==> src/rtl/text_console_writer_if.sv <==
// Byte-stream handshake into the text console writer.
// The master offers bytes and the slave accepts them with ready.
interface text_console_writer_if;
  logic       in_valid;
  logic       in_ready;
  logic [7:0] in_char;

  modport master (output in_valid, output in_char, input in_ready);
  modport slave  (input in_valid, input in_char, output in_ready);
endinterface

==> src/rtl/text_console_writer.sv <==
// Turns a byte stream into single-cycle cell writes on the text VRAM write port.
// It keeps a cursor and handles CR/LF/BS/FF, clearing a row on every row advance and the page on FF.
module text_console_writer #(
  parameter int         COLS         = 50,
  parameter int         ROWS         = 15,
  parameter logic [7:0] BLANK_CHAR   = 8'h20,
  parameter logic [7:0] DEFAULT_ATTR = 8'h0F
) (
  input  logic                  clk_sys,
  input  logic                  reset,
  text_console_writer_if.slave  in_if,
  input  logic                  attr_we,
  input  logic [7:0]            attr_in,
  output logic                  ram_ce,
  output logic [11:0]           ram_addr,
  output logic [15:0]           ram_data,
  output logic [5:0]            cur_col,
  output logic [3:0]            cur_row,
  output logic                  busy
);

  localparam logic [11:0] COLS_A        = 12'(COLS);
  localparam logic [5:0]  LAST_COL      = 6'(COLS - 1);
  localparam logic [3:0]  LAST_ROW      = 4'(ROWS - 1);
  localparam logic [11:0] LAST_CELL     = 12'(COLS * ROWS - 1);
  localparam logic [11:0] LAST_ROW_CELL = 12'(COLS - 1);

  if (COLS < 1 || COLS > 64 || ROWS < 1 || ROWS > 16 || COLS * ROWS > 4096) begin : g_bad_geometry
    $error("text_console_writer: COLS x ROWS does not fit the 6-bit column, 4-bit row and 12-bit address");
  end

  typedef enum logic [1:0] {CLEAR_ALL, IDLE, CLEAR_ROW} state_t;
  typedef enum logic [2:0] {K_PRINT, K_LF, K_CR, K_BS, K_FF, K_IGNORE} kind_t;

  function automatic kind_t classify(input logic [7:0] ch);
    if (ch == 8'h0A)                     return K_LF;
    else if (ch == 8'h0D)                return K_CR;
    else if (ch == 8'h08)                return K_BS;
    else if (ch == 8'h0C)                return K_FF;
    else if (ch < 8'h20 || ch == 8'h7F)  return K_IGNORE;
    else                                 return K_PRINT;
  endfunction

  function automatic logic [11:0] row_base(input logic [3:0] r);
    return 12'(r) * COLS_A;
  endfunction

  state_t      state, state_next;
  logic [11:0] clr_cnt, clr_cnt_next;
  logic [11:0] clr_base, clr_base_next;
  logic [7:0]  clr_attr, clr_attr_next;
  logic [7:0]  attr;
  logic [5:0]  col, col_next;
  logic [3:0]  row, row_next;
  logic [3:0]  row_adv;
  logic [11:0] cell_addr;
  logic        advance;
  logic        wr_en;
  logic [11:0] wr_addr;
  logic [15:0] wr_data;
  kind_t       kind;

  assign kind      = classify(in_if.in_char);
  assign row_adv   = (row == LAST_ROW) ? 4'd0 : row + 4'd1;
  assign cell_addr = row_base(row) + 12'(col);
  assign cur_col   = col;
  assign cur_row   = row;

  // NOTE: every signal driven here gets a default first, so no path can infer a latch.
  always_comb begin
    state_next    = state;
    clr_cnt_next  = clr_cnt;
    clr_base_next = clr_base;
    clr_attr_next = clr_attr;
    col_next      = col;
    row_next      = row;
    advance       = 1'b0;
    case (state)
      CLEAR_ALL, CLEAR_ROW: begin
        clr_cnt_next = clr_cnt + 12'd1;
        if (clr_cnt == ((state == CLEAR_ALL) ? LAST_CELL : LAST_ROW_CELL)) begin
          state_next   = IDLE;
          clr_cnt_next = '0;
        end
      end
      IDLE: begin
        if (in_if.in_valid) begin
          case (kind)
            K_PRINT: begin
              if (col == LAST_COL) begin
                col_next = '0;
                advance  = 1'b1;
              end else begin
                col_next = col + 6'd1;
              end
            end
            K_LF: begin
              col_next = '0;
              advance  = 1'b1;
            end
            K_CR: col_next = '0;
            K_BS: if (col != '0) col_next = col - 6'd1;
            K_FF: begin
              col_next      = '0;
              row_next      = '0;
              state_next    = CLEAR_ALL;
              clr_cnt_next  = '0;
              clr_base_next = '0;
              clr_attr_next = attr;
            end
            default: ;
          endcase
          // Scroll-by-overwrite: the destination row is blanked before more text lands in it.
          if (advance) begin
            row_next      = row_adv;
            state_next    = CLEAR_ROW;
            clr_cnt_next  = '0;
            clr_base_next = row_base(row_adv);
            clr_attr_next = attr;
          end
        end
      end
      default: state_next = CLEAR_ALL;
    endcase
  end

  always_comb begin
    wr_en   = 1'b0;
    wr_addr = ram_addr;
    wr_data = ram_data;
    case (state)
      CLEAR_ALL, CLEAR_ROW: begin
        wr_en   = 1'b1;
        wr_addr = clr_base + clr_cnt;
        wr_data = {clr_attr, BLANK_CHAR};
      end
      IDLE: begin
        if (in_if.in_valid) begin
          if (kind == K_PRINT) begin
            wr_en   = 1'b1;
            wr_addr = cell_addr;
            wr_data = {attr, in_if.in_char};
          end else if (kind == K_BS && col != '0) begin
            wr_en   = 1'b1;
            wr_addr = cell_addr - 12'd1;
            wr_data = {attr, BLANK_CHAR};
          end
        end
      end
      default: ;
    endcase
  end

  // NOTE: registers use <= so every flop samples the same pre-edge values.
  always_ff @(posedge clk_sys) begin
    if (reset) begin
      state          <= CLEAR_ALL;
      clr_cnt        <= '0;
      clr_base       <= '0;
      clr_attr       <= DEFAULT_ATTR;
      attr           <= DEFAULT_ATTR;
      col            <= '0;
      row            <= '0;
      ram_ce         <= 1'b0;
      ram_addr       <= '0;
      ram_data       <= '0;
      in_if.in_ready <= 1'b0;
      busy           <= 1'b1;
    end else begin
      state          <= state_next;
      clr_cnt        <= clr_cnt_next;
      clr_base       <= clr_base_next;
      clr_attr       <= clr_attr_next;
      col            <= col_next;
      row            <= row_next;
      ram_ce         <= wr_en;
      ram_addr       <= wr_addr;
      ram_data       <= wr_data;
      in_if.in_ready <= (state_next == IDLE);
      busy           <= (state_next != IDLE);
      // A byte accepted this cycle already captured the old attribute above.
      if (attr_we) attr <= attr_in;
    end
  end

endmodule

==> src/flat_wrapper.sv <==
// flat-port wrapper written by rule: the top's interface ports become plain ports
module text_console_writer_flat 
#(
  parameter int         COLS         = 50,
  parameter int         ROWS         = 15,
  parameter logic [7:0] BLANK_CHAR   = 8'h20,
  parameter logic [7:0] DEFAULT_ATTR = 8'h0F
)
  (clk_sys, reset, attr_we, attr_in, ram_ce, ram_addr, ram_data, cur_col, cur_row, busy, in_if_in_valid, in_if_in_char, in_if_in_ready);
  text_console_writer_if in_if_i ();
  input  logic clk_sys;
  input  logic reset;
  input  logic attr_we;
  input  logic [7:0] attr_in;
  output logic ram_ce;
  output logic [11:0] ram_addr;
  output logic [15:0] ram_data;
  output logic [5:0] cur_col;
  output logic [3:0] cur_row;
  output logic busy;
  input wire logic [$bits(in_if_i.in_valid)-1:0] in_if_in_valid;
  input wire logic [$bits(in_if_i.in_char)-1:0] in_if_in_char;
  output wire logic [$bits(in_if_i.in_ready)-1:0] in_if_in_ready;
  assign in_if_i.in_valid = in_if_in_valid;
  assign in_if_i.in_char = in_if_in_char;
  assign in_if_in_ready = in_if_i.in_ready;
  text_console_writer #(.COLS(COLS), .ROWS(ROWS), .BLANK_CHAR(BLANK_CHAR), .DEFAULT_ATTR(DEFAULT_ATTR)) u_core (.clk_sys(clk_sys), .reset(reset), .in_if(in_if_i), .attr_we(attr_we), .attr_in(attr_in), .ram_ce(ram_ce), .ram_addr(ram_addr), .ram_data(ram_data), .cur_col(cur_col), .cur_row(cur_row), .busy(busy));
endmodule
==> config.mk <==
export PLATFORM = sky130hd
export DESIGN_NAME = text_console_writer_flat
export DESIGN_NICKNAME = d
export VERILOG_FILES = /design/src/rtl/text_console_writer_if.sv /design/src/rtl/text_console_writer.sv /design/src/flat_wrapper.sv
export SDC_FILE = /design/constraint.sdc
export NUM_CORES = 1
export LEC_CHECK = 0
export CORE_MARGIN = 4
export CORE_UTILIZATION = 51
export CTS_CLUSTER_DIAMETER = 80
export DETAILED_ROUTE_END_ITERATION = 7
export PLACE_DENSITY_LB_ADDON = 0.05
export REMOVE_ABC_BUFFERS = 1
export SLEW_MARGIN = 40
export SYNTH_ARGS = -nofsm -noshare
export SYNTH_HDL_FRONTEND = slang
export SYNTH_SLANG_ARGS = --single-unit
==> constraint.sdc <==
create_clock -name clk_sys -period 2.76 [get_ports clk_sys]
set_input_delay 0.552 -clock clk_sys [delete_from_list [all_inputs] [get_ports clk_sys]]
set_output_delay 0.552 -clock clk_sys [all_outputs]
set_load 0.01 [all_outputs]
==> impl_results.md <==
- #FFs+latches synth: 77
- Max-slew violation count: 0
- Violated checks: setup timing
- Placed cell areas: 5862 sq um
- Worst setup EP type: flip-flop
- Latest clock arrival within the worst-skew pair: 360 ps
- DR iter-0 viols: 270
- Syn avg cell area: 8.455 sq um
- Layout cell share with drive strength beyond 1: 15.92%
- Most common cell after layout, fill and taps aside: dfxtp_1
- Final total power: 2115 uW
- Sw frac: 26.91%
- Tightest Pin Transition: 778.3 ps
- Final ANT Viol Nets: 0
- Post-route setup TNS: -47.00 ps
- Final Hold Fails: 0
- Vias/cell: 5.749
- Placer Congestion: 0.9017
- Fin crit period: 2783 ps
- ANT cells: 0
- EDFF count, synth: 0
- Arrival time worst endpoint: 3070 ps
- Die Area: 11,280 sq um
- Drt drc: 0
- Area share of the largest cell type after synthesis: 31.32%
- Clk buf depth: 2
- Synth Flop Type: dfxtp_1
- H-Tree Depth: 3
- Ys async rst share: 0%
- Cells after synthesis: 582
- Root Buffer: clkbuf_8
- Yosys cell types: 73
- Clock transition at path regs: 90 ps
- Max cap viols: 0
- Worst vdd ir: 0.2523 mV
- RSZ-0062 raised after global routing: true
- All-layer global routing usage: 23.20%
- Hold Slack: 464.1 ps
- Most frequent cells in the layout: dfxtp_1 (74), nor2_1 (62), clkdlybuf4s50_1 (59)
- Critical Path Fanout Max: 8
- Status: complete, but fails checks
- Largest net degree at the start of global routing: 48
- Vias in the first global route: 4,298
- Die W: 106.2 um
- Via Count: 4,605
- Combinational Power Share: 6.8%
- Synth warn: 0
- Setup Skew: 10.72 ps
- First-pass GRT wire length: 21.31 mm
- Setup violations, final: 3
- CTS tree: done
- Initial Util: 52.76%
- Overflow after GRT: 0
- Design area: 6307 sq um
- Fill cells: 813
- Drt wl/cell: 16.38 um
- Final WS setup: -23.16 ps
- Std cell rows: 35
- Worst Hold Class: flip-flop to flip-flop
- Sequential area share after synthesis: 31.32%
- Post-route clock period utilization: 100.8%
- Fmax: 359.3 MHz
- Largest area contributor in the netlist: dfxtp_1
- Total Nets Final: 731
- Number of port buffers: 60
- Hold_buf cts: 0
- Post-DP HPWL: 9.663 mm
- Critical Path RT: 3040 ps
- Number of antenna violations at the first check in global routing: 1
- CTS Buf Count: 9
- Top cells by area, synth: dfxtp_1 (31%), ha_1 (10%), nor2_1 (4.7%), a21oi_1 (4.5%), nand2_1 (3.9%)
- Cell Pwr Density: 335.3 nW/um^2
- Clock sink count: 77
- Multi-input logic area: 3346 sq um
- Die boundary height: 106.2 um
- Leakage power: 0.002636 uW
- Post-Route WL: 13.12 mm
- Clock power share: 39.1%
- Worst Setup Path Type: flip-flop to flip-flop
- Mapped Area: 4921 sq um
- Net switching power figure: 569.1 uW
- Relative slew slack: 47.72%
- Startpoint types: flip-flop
- DRT Pass-1 Iters: 5
- Core Region: 9328 sq um
- Sequential share of power: 54.1%
- Io pins: 61
- P&R area growth vs syn: 28.17%
- Int Pwr: 1545 uW
- Register area: 1545 sq um
cell usage after synthesis (all sizes together) (9+ instances only):
| master | instances |
|---|---|
| a211oi | 12 |
| a21oi | 45 |
| a311oi | 13 |
| and3 | 9 |
| buf | 13 |
| clkbuf | 16 |
| dfxtp | 77 |
| ha | 40 |
| inv | 26 |
| mux2i | 16 |
| nand2 | 52 |
| nand3 | 14 |
| nor2 | 64 |
| nor3 | 17 |
| o21ai | 20 |
| xnor2 | 16 |
| xor2 | 14 |
per-stage QoR:
step	util, %	std cells	setup WS, ps
after floorplan	-	553	-259.4
after global placement	62.84	781	-54.59
after detailed placement	62.84	781	-122.9
after CTS	65.90	799	-74.06
after global routing	67.62	801	-134.0
final	67.62	801	-23.16
cell families (layout without fill, tap and decap cells):
| family | Yosys count | after routing | share of synthesized area (%) |
|---|---|---|---|
| mux | 16 | 16 | 3.254 |
| fa+ha+maj | 44 | 44 | 11.80 |
| buf+inv | 56 | 146 | 4.780 |
| xor+xnor | 30 | 30 | 5.339 |
| simple gates | 209 | 209 | 21.38 |
| flops | 77 | 77 | 31.32 |
| compound gates | 150 | 150 | 22.12 |
state kept, by name (all words and copies together), names as in the netlist:
| signal | cells |
|---|---|
| u_core.ram_addr | 12 |
| u_core.clr_base | 6 |
| u_core.attr | 8 |
| u_core.state | 2 |
| u_core.ram_data | 16 |
| u_core.clr_cnt | 12 |
| u_core.cur_col | 6 |
| u_core.cur_row | 4 |
| u_core.in_if.in_ready | 1 |
| u_core.ram_ce | 1 |
| u_core.clr_attr | 8 |
| u_core.busy | 1 |
worst paths after layout:
kind,from,end,slack (ps),depth (start not counted)
max,u_core.cur_row[0],u_core.ram_addr[9],-20,10
min,u_core.ram_addr[1],u_core.ram_addr[1],460,2
max reg2reg,u_core.cur_row[0],u_core.ram_addr[9],-20,10
min reg2reg,u_core.ram_addr[1],u_core.ram_addr[1],460,2
cell type report:
class / count / area share, %
Multi-Input combinational cell: 449 / 53.05
Sequential cell: 77 / 24.50
Timing Repair Buffer: 103 / 15.25
Tap cell: 129 / 2.559
Clock buffer: 9 / 1.964
Inverter: 27 / 1.607
Clock inverter: 7 / 1.071
per-layer routing:
| layer | up-vias | track usage (%) | share of wire, % |
|---|---|---|---|
| li1 | 2280 | - | - |
| met1 | 2172 | 30.59 | 46 |
| met2 | 125 | 38.78 | 46 |
| met3 | 26 | 4.736 | 5.4 |
| met4 | 2 | 5.920 | 2.1 |
| met5 | - | 0 | 0.14 |
worst max-delay path, stage by stage, from the launching register on:
cell and delay, ps:
dfxtp_2 340, buf_6 140, ha_2 200, ha_4 240, ha_1 310, a211oi_1 530
o32ai_4 170, nor2_4 210, nor4_2 90, or3_1 320, a31oi_1 160
power by group through the flow:
stage / clock network, uW / registers (uW) / logic [uW]
global placement: 0 / 1170 / 140
finish: 827 / 1140 / 143
floorplan: 0 / 1170 / 54.6
detailed placement: 0 / 1170 / 141
CTS: 854 / 1140 / 143
global route: 900 / 1150 / 156
timing repair:
| item | CTS | global route |
|---|---|---|
| gates cloned | 0 | 0 |
| hold endpoints to repair | 0 | 0 |
| setup buffers | 2 | 2 |
| gates resized for setup | 15 | 25 |
| endpoints found under the setup margin | 5 | 8 |
| pin swaps | 10 | 10 |
No activity file was read; power rests on OpenSTA's default activity.
